`config.mk`:
```
export PLATFORM = sky130hd
export DESIGN_NAME = shift_add_multi_seq
export DESIGN_NICKNAME = d
export VERILOG_FILES = /design/src/rtl/shift_add_pkg.sv /design/src/rtl/shift_add_step.sv /design/src/rtl/shift_add_multi_seq.sv
export SDC_FILE = /design/constraint.sdc
export NUM_CORES = 1
export LEC_CHECK = 0
export ABC_AREA = 0
export CORE_MARGIN = 2
export CORE_UTILIZATION = 49
export CTS_BUF_LIST = sky130_fd_sc_hd__clkbuf_4 sky130_fd_sc_hd__clkbuf_8
export CTS_CLUSTER_DIAMETER = 120
export DETAILED_ROUTE_END_ITERATION = 12
export PLACE_DENSITY_LB_ADDON = 0.25
export SLEW_MARGIN = 20
export SYNTH_ARGS = -nofsm -noshare
export SYNTH_HDL_FRONTEND = slang
export SYNTH_SLANG_ARGS = --single-unit
```
`constraint.sdc`:
```
create_clock -name clk -period 1.8 [get_ports clk]
set_input_delay 0.36 -clock clk [delete_from_list [all_inputs] [get_ports clk]]
set_output_delay 0.36 -clock clk [all_outputs]
set_load 0.03 [all_outputs]
```
`src/rtl/shift_add_pkg.sv`:
```
// Shared FSM encoding and datapath step selectors for the shift-add multiplier.
// Pure declarations: no logic, no latency, no flow control.
package shift_add_pkg;

  typedef enum logic [1:0] {
    IDLE = 2'd0,
    CALC = 2'd1,
    DONE = 2'd2
  } state_t;

  localparam logic STEP_ADD = 1'b0;
  localparam logic STEP_SUB = 1'b1;

endpackage

```
`src/rtl/shift_add_step.sv`:
```
// One shift-add iteration: conditionally add/subtract mcand into the high half, then shift right.
// Purely combinational (zero latency); no flow control.
module shift_add_step
  import shift_add_pkg::*;
#(
  parameter int WIDTH = 8
) (
  input  logic [2*WIDTH:0] i_acc,
  input  logic [WIDTH-1:0] i_mcand,
  input  logic             i_last,
  input  logic             i_signed,
  output logic [2*WIDTH:0] o_acc
);

  logic [WIDTH:0] w_hi;
  logic [WIDTH:0] w_mext;
  logic [WIDTH:0] w_sum;
  logic [WIDTH:0] w_hi_nxt;
  logic           w_op;
  logic           w_fill;

  always_comb begin
    w_hi     = i_acc[2*WIDTH:WIDTH];
    w_mext   = {i_signed & i_mcand[WIDTH-1], i_mcand};
    // The multiplier's sign bit carries negative weight, so its partial product is subtracted.
    w_op     = (i_signed & i_last) ? STEP_SUB : STEP_ADD;
    w_sum    = (w_op == STEP_SUB) ? (w_hi - w_mext) : (w_hi + w_mext);
    w_hi_nxt = i_acc[0] ? w_sum : w_hi;
    w_fill   = i_signed & w_hi_nxt[WIDTH];
    o_acc    = {w_fill, w_hi_nxt, i_acc[WIDTH-1:1]};
  end

endmodule

```
`src/rtl/shift_add_multi_seq.sv`:
```
// Sequential WIDTH x WIDTH shift-add multiplier, one multiplier bit per clock; WIDTH cycles accept->out_valid.
// Result held until out_ready; new operands accepted in IDLE or in DONE while the result drains. SHIFT_ADD_SIGNED_EN selects two's complement.
module shift_add_multi_seq
  import shift_add_pkg::*;
#(
  parameter int WIDTH = 8,
  parameter int CNT_W = $clog2(WIDTH + 1)
) (
  input  logic               clk,
  input  logic               rst,
  input  logic               in_valid,
  output logic               in_ready,
  input  logic [WIDTH-1:0]   a,
  input  logic [WIDTH-1:0]   b,
  output logic               out_valid,
  input  logic               out_ready,
  output logic [2*WIDTH-1:0] out,
  output logic               busy
);

`ifdef SHIFT_ADD_SIGNED_EN
  localparam logic SIGNED_MODE = 1'b1;
`else
  localparam logic SIGNED_MODE = 1'b0;
`endif

  state_t             r_state;
  state_t             w_state_nxt;
  logic [WIDTH-1:0]   r_mcand;
  logic [2*WIDTH:0]   r_acc;
  logic [2*WIDTH:0]   w_acc_nxt;
  logic [CNT_W-1:0]   r_cnt;
  logic [2*WIDTH-1:0] r_out;
  logic               w_last;
  logic               w_accept;

  assign w_last = (r_cnt == CNT_W'(WIDTH - 1));

  shift_add_step #(
    .WIDTH (WIDTH)
  ) u_step (
    .i_acc    (r_acc),
    .i_mcand  (r_mcand),
    .i_last   (w_last),
    .i_signed (SIGNED_MODE),
    .o_acc    (w_acc_nxt)
  );

  always_ff @(posedge clk) begin
    if (rst) begin
      r_state <= IDLE;
    end else begin
      r_state <= w_state_nxt;
    end
  end

  always_comb begin
    w_state_nxt = r_state;
    case (r_state)
      IDLE:    if (in_valid) w_state_nxt = CALC;
      CALC:    if (w_last) w_state_nxt = DONE;
      DONE:    if (out_ready) w_state_nxt = in_valid ? CALC : IDLE;
      default: w_state_nxt = IDLE;
    endcase
  end

  always_comb begin
    in_ready  = (r_state == IDLE) || ((r_state == DONE) && out_ready);
    out_valid = (r_state == DONE);
    busy      = (r_state == CALC);
    w_accept  = in_valid && in_ready;
  end

  always_ff @(posedge clk) begin
    if (rst) begin
      r_mcand <= '0;
      r_acc   <= '0;
      r_cnt   <= '0;
      r_out   <= '0;
    end else if (w_accept) begin
      r_mcand <= a;
      r_acc   <= {{(WIDTH+1){1'b0}}, b};
      r_cnt   <= '0;
    end else if (r_state == CALC) begin
      r_acc <= w_acc_nxt;
      r_cnt <= r_cnt + CNT_W'(1);
      if (w_last) begin
        r_out <= w_acc_nxt[2*WIDTH-1:0];
      end
    end
  end

  assign out = r_out;

endmodule
```
==> run_summary.xml <==
<?xml version="1.0" encoding="UTF-8"?>
<metrics>
  <group name="run_status">
    <metric name="run_status" unit="">completed</metric>
  </group>
  <group name="sta">
    <metric name="slew_violations" unit="">0</metric>
    <metric name="finalWorstPathRequiredPeriod" unit="ns">1.76</metric>
    <metric name="setup_violations" unit="">0</metric>
    <metric name="clock_skew" unit="ns">0.00988</metric>
    <metric name="relSlewSlack" unit="%">57.9</metric>
    <metric name="finalHoldViolCount" unit="">0</metric>
    <metric name="fin_setup_tns" unit="ns">0</metric>
    <metric name="rsz0062_at_grt" unit="">true</metric>
    <metric name="fmaxAchievable" unit="MHz">567</metric>
    <metric name="finalCritPeriodShare" unit="%">98.0</metric>
    <metric name="worst_max_slew_pin_slew" unit="ns">0.631</metric>
  </group>
  <group name="critical_path">
    <metric name="crit_family" unit="">compound AO/OA/AOI/OAI gates</metric>
    <metric name="timing.critical_path.required" unit="ns">2.02</metric>
    <metric name="worst-path-max-fanout" unit="">3</metric>
    <metric name="path_buf_inv" unit="">0</metric>
    <metric name="setup.worst_path.end_class" unit="">register</metric>
    <metric name="crit_start" unit="">r_mcand[1]</metric>
    <metric name="r2r-start" unit="">r_mcand[1]</metric>
    <metric name="slowest_delay" unit="ns">0.34</metric>
    <metric name="crit_path_cell_trace" unit="">ha_1, a211oi_2, o21ai_2, xor2_1, mux2i_2, a211oi_1</metric>
    <metric name="crit_path_top_delay_cell" unit="">sky130_fd_sc_hd__dfxtp_1</metric>
    <metric name="startpoint_type" unit="">register</metric>
    <metric name="critPathArrivalTime" unit="ns">1.99</metric>
    <metric name="type_of_the_worst_setup_path" unit="">register to register</metric>
  </group>
  <group name="global_routing">
    <metric name="globalRoute.totalOverflow" unit="">0</metric>
    <metric name="track_usage" unit="%">21.1</metric>
    <metric name="grt_pass1_vias" unit="">1828</metric>
    <metric name="grt_pass1_wl" unit="mm">8.28</metric>
    <metric name="pin_count_of_the_biggest_net_entering_global_routing" unit="">28</metric>
    <metric name="antenna_found_initial" unit="">0</metric>
  </group>
  <group name="clock_network">
    <metric name="skew_pair_late_insertion_delay" unit="ns">0.31</metric>
    <metric name="clock-root-buffer" unit="">sky130_fd_sc_hd__clkbuf_8</metric>
    <metric name="hold_buffer_count_at_cts" unit="">0</metric>
    <metric name="clock_tree.htree_level_count" unit="">2</metric>
    <metric name="cts-buffers-inserted" unit="">5</metric>
    <metric name="cts.reportedPaths.clkPinSlew" unit="ns">0.09</metric>
    <metric name="clock_sinks" unit="">46</metric>
    <metric name="tritoncts_clock_tree" unit="">yes</metric>
    <metric name="cts.path.max_buffers" unit="">2</metric>
  </group>
  <group name="job">
    <metric name="maxCapViolations" unit="">0</metric>
  </group>
  <group name="yosys">
    <metric name="ys.warnings.count" unit="">0</metric>
    <metric name="number_of_enable_type_register_cells_in_the_synthesized_netlist" unit="">0</metric>
    <metric name="synth_seq_area_share" unit="%">42.9</metric>
    <metric name="netlist_area_before_placement" unit="mm^2">0.00215</metric>
    <metric name="synth.ff_latch_count" unit="">46</metric>
    <metric name="ys_async_sr_fraction" unit="%">0</metric>
    <metric name="netlist-cell-type-count" unit="">44</metric>
    <metric name="synthCells" unit="">247</metric>
    <metric name="mappedNetlistNets" unit="">277</metric>
    <metric name="synth_ff_type" unit="">sky130_fd_sc_hd__dfxtp_1</metric>
    <metric name="syn_avg_cell_area" unit="um^2">8.69</metric>
  </group>
  <group name="finish">
    <metric name="final_cell_mix" unit="">sky130_fd_sc_hd__dfxtp_1, sky130_fd_sc_hd__clkdlybuf4s50_1, sky130_fd_sc_hd__nand2_1</metric>
    <metric name="drive_gt1_share" unit="%">16.6</metric>
    <metric name="layout.cells.most_common" unit="">sky130_fd_sc_hd__dfxtp_1</metric>
    <metric name="fillers" unit="">370</metric>
    <metric name="area_delta_synth_final" unit="%">31.9</metric>
    <metric name="antenna_cells" unit="">0</metric>
    <metric name="finish.utilization" unit="%">66.0</metric>
    <metric name="finalNetCount" unit="">324</metric>
  </group>
  <group name="place">
    <metric name="place_hpwl" unit="mm">3.44</metric>
    <metric name="placement.io_buffers" unit="">38</metric>
    <metric name="gpl.final_weighted_congestion" unit="">0.825</metric>
  </group>
  <group name="floorplan">
    <metric name="die_width" unit="um">70.2</metric>
    <metric name="core-area" unit="mm^2">0.00429</metric>
    <metric name="die-area" unit="mm^2">0.00493</metric>
    <metric name="floorplan.die.height" unit="um">70.2</metric>
    <metric name="std_cell_rows" unit="">24</metric>
    <metric name="initial_utilization" unit="%">50.0</metric>
    <metric name="io-pin-count" unit="">39</metric>
  </group>
  <group name="route">
    <metric name="antenna_left" unit="">0</metric>
    <metric name="route.detailed.vias_per_inst" unit="">5.35</metric>
    <metric name="dr_total_vias" unit="">1858</metric>
    <metric name="drt_iter0_drc" unit="">103</metric>
    <metric name="wl" unit="mm">4.97</metric>
    <metric name="route.detailed.wl_per_inst" unit="um">14.3</metric>
    <metric name="drt_pass1_iterations" unit="">4</metric>
    <metric name="drt_drc_violations_left" unit="">0</metric>
  </group>
  <group name="pwr">
    <metric name="p_per_area" unit="mW/mm^2">737</metric>
    <metric name="cellLeakagePower" unit="uW">0.00105</metric>
    <metric name="vdd_drop_max" unit="mV">0.498</metric>
  </group>
  <group name="worst_hold_path">
    <metric name="min_path_type" unit="">register to register</metric>
    <metric name="worstHoldStart" unit="">out[3]</metric>
  </group>
</metrics>
cell families after synthesis:
kind of cell             after synthesis  share of synthesized area (%)
AND/OR/NAND/NOR                       88                           18.8
XOR/XNOR                               6                           2.45
adder cells (fa/ha/maj)               10                           6.18
flip-flops                            46                           42.9
multiplexers                          12                           5.59
buffers and inverters                 19                           4.31
AO/OA/AOI/OAI                         66                           19.8
sequential cells by signal, summed over array words and instances (netlist names):
name	count
r_acc	16
r_state	2
out	16
r_cnt	4
r_mcand	8
cell type report:
class / instances / area [um^2] / area share [%]
clock buffer: 5 / 68.8 / 2.43
sequential: 46 / 925 / 32.6
tap: 52 / 65.1 / 2.30
timing repair buffer: 54 / 507 / 17.9
multi-input combinational: 182 / 1220 / 43.1
inverter: 5 / 21.3 / 0.751
clock inverter: 3 / 25.0 / 0.883
power by group:
| group | internal, uW | switching [uW] |
|---|---|---|
| Clock | 280 | 375 |
| Combinational | 165 | 169 |
| Sequential | 1060 | 41.9 |
per-stage QoR:
step                cells  worst slack [ns]  hold WS (ns)  total power (uW)  instance area, um^2
finish                347            0.0352         0.457              2090                 2830
floorplan             247            0.0485         0.445              1310                 2150
global route          347           -0.0336         0.490              2170                 2830
CTS                   347           0.00116         0.459              2080                 2790
detailed placement    338           -0.0772         0.446              1430                 2640
global placement      338           -0.0329         0.443              1420                 2640
synthesized netlist by cell type, drive strengths merged (3+ instances only):
| master | instances | area share (%) |
|---|---|---|
| nand2 | 33 | 5.8 |
| buf | 11 | 2.9 |
| xor2 | 3 | 1.2 |
| xnor2 | 3 | 1.2 |
| nor2 | 32 | 5.6 |
| nand2b | 4 | 1.2 |
| clkbuf | 3 | 0.52 |
| mux2i | 12 | 5.6 |
| ha | 9 | 5.2 |
| a211oi | 9 | 3.1 |
| a22oi | 7 | 2.4 |
| a21oi | 30 | 7.0 |
| nor2b | 5 | 1.8 |
| o21a | 3 | 1.0 |
| inv | 5 | 0.87 |
| dfxtp | 46 | 43 |
| o21ai | 8 | 2.0 |
worst min-delay path: stages, from the launching register on:
cell and delay [ns]:
sky130_fd_sc_hd__dfxtp_1 0.32, sky130_fd_sc_hd__nand2_1 0.05, sky130_fd_sc_hd__a21oi_1 0.05
per-layer routing:
metal,track usage (%),up-vias,wire length [um]
met4,6.41,0,63
met3,4.91,5,227
met5,0,-,0
met1,26.2,860,2300
li1,-,951,-
met2,36.2,42,2380
repair_timing:
item	4_1_cts	5_1_grt
gates resized for setup	12	8
setup endpoints to repair	6	11
buffers inserted	1	0
pin swaps	4	5
path summary, 6_finish.rpt:
| path | slack, ns | to | cells after the start |
|---|---|---|---|
| max | 0.04 | r_acc[12] | 6 |
| min reg2reg | 0.46 | out[3] | 2 |
| min | 0.46 | out[3] | 2 |
| max reg2reg | 0.04 | r_acc[12] | 6 |
Note: power is estimated with default switching activity, not from simulation.
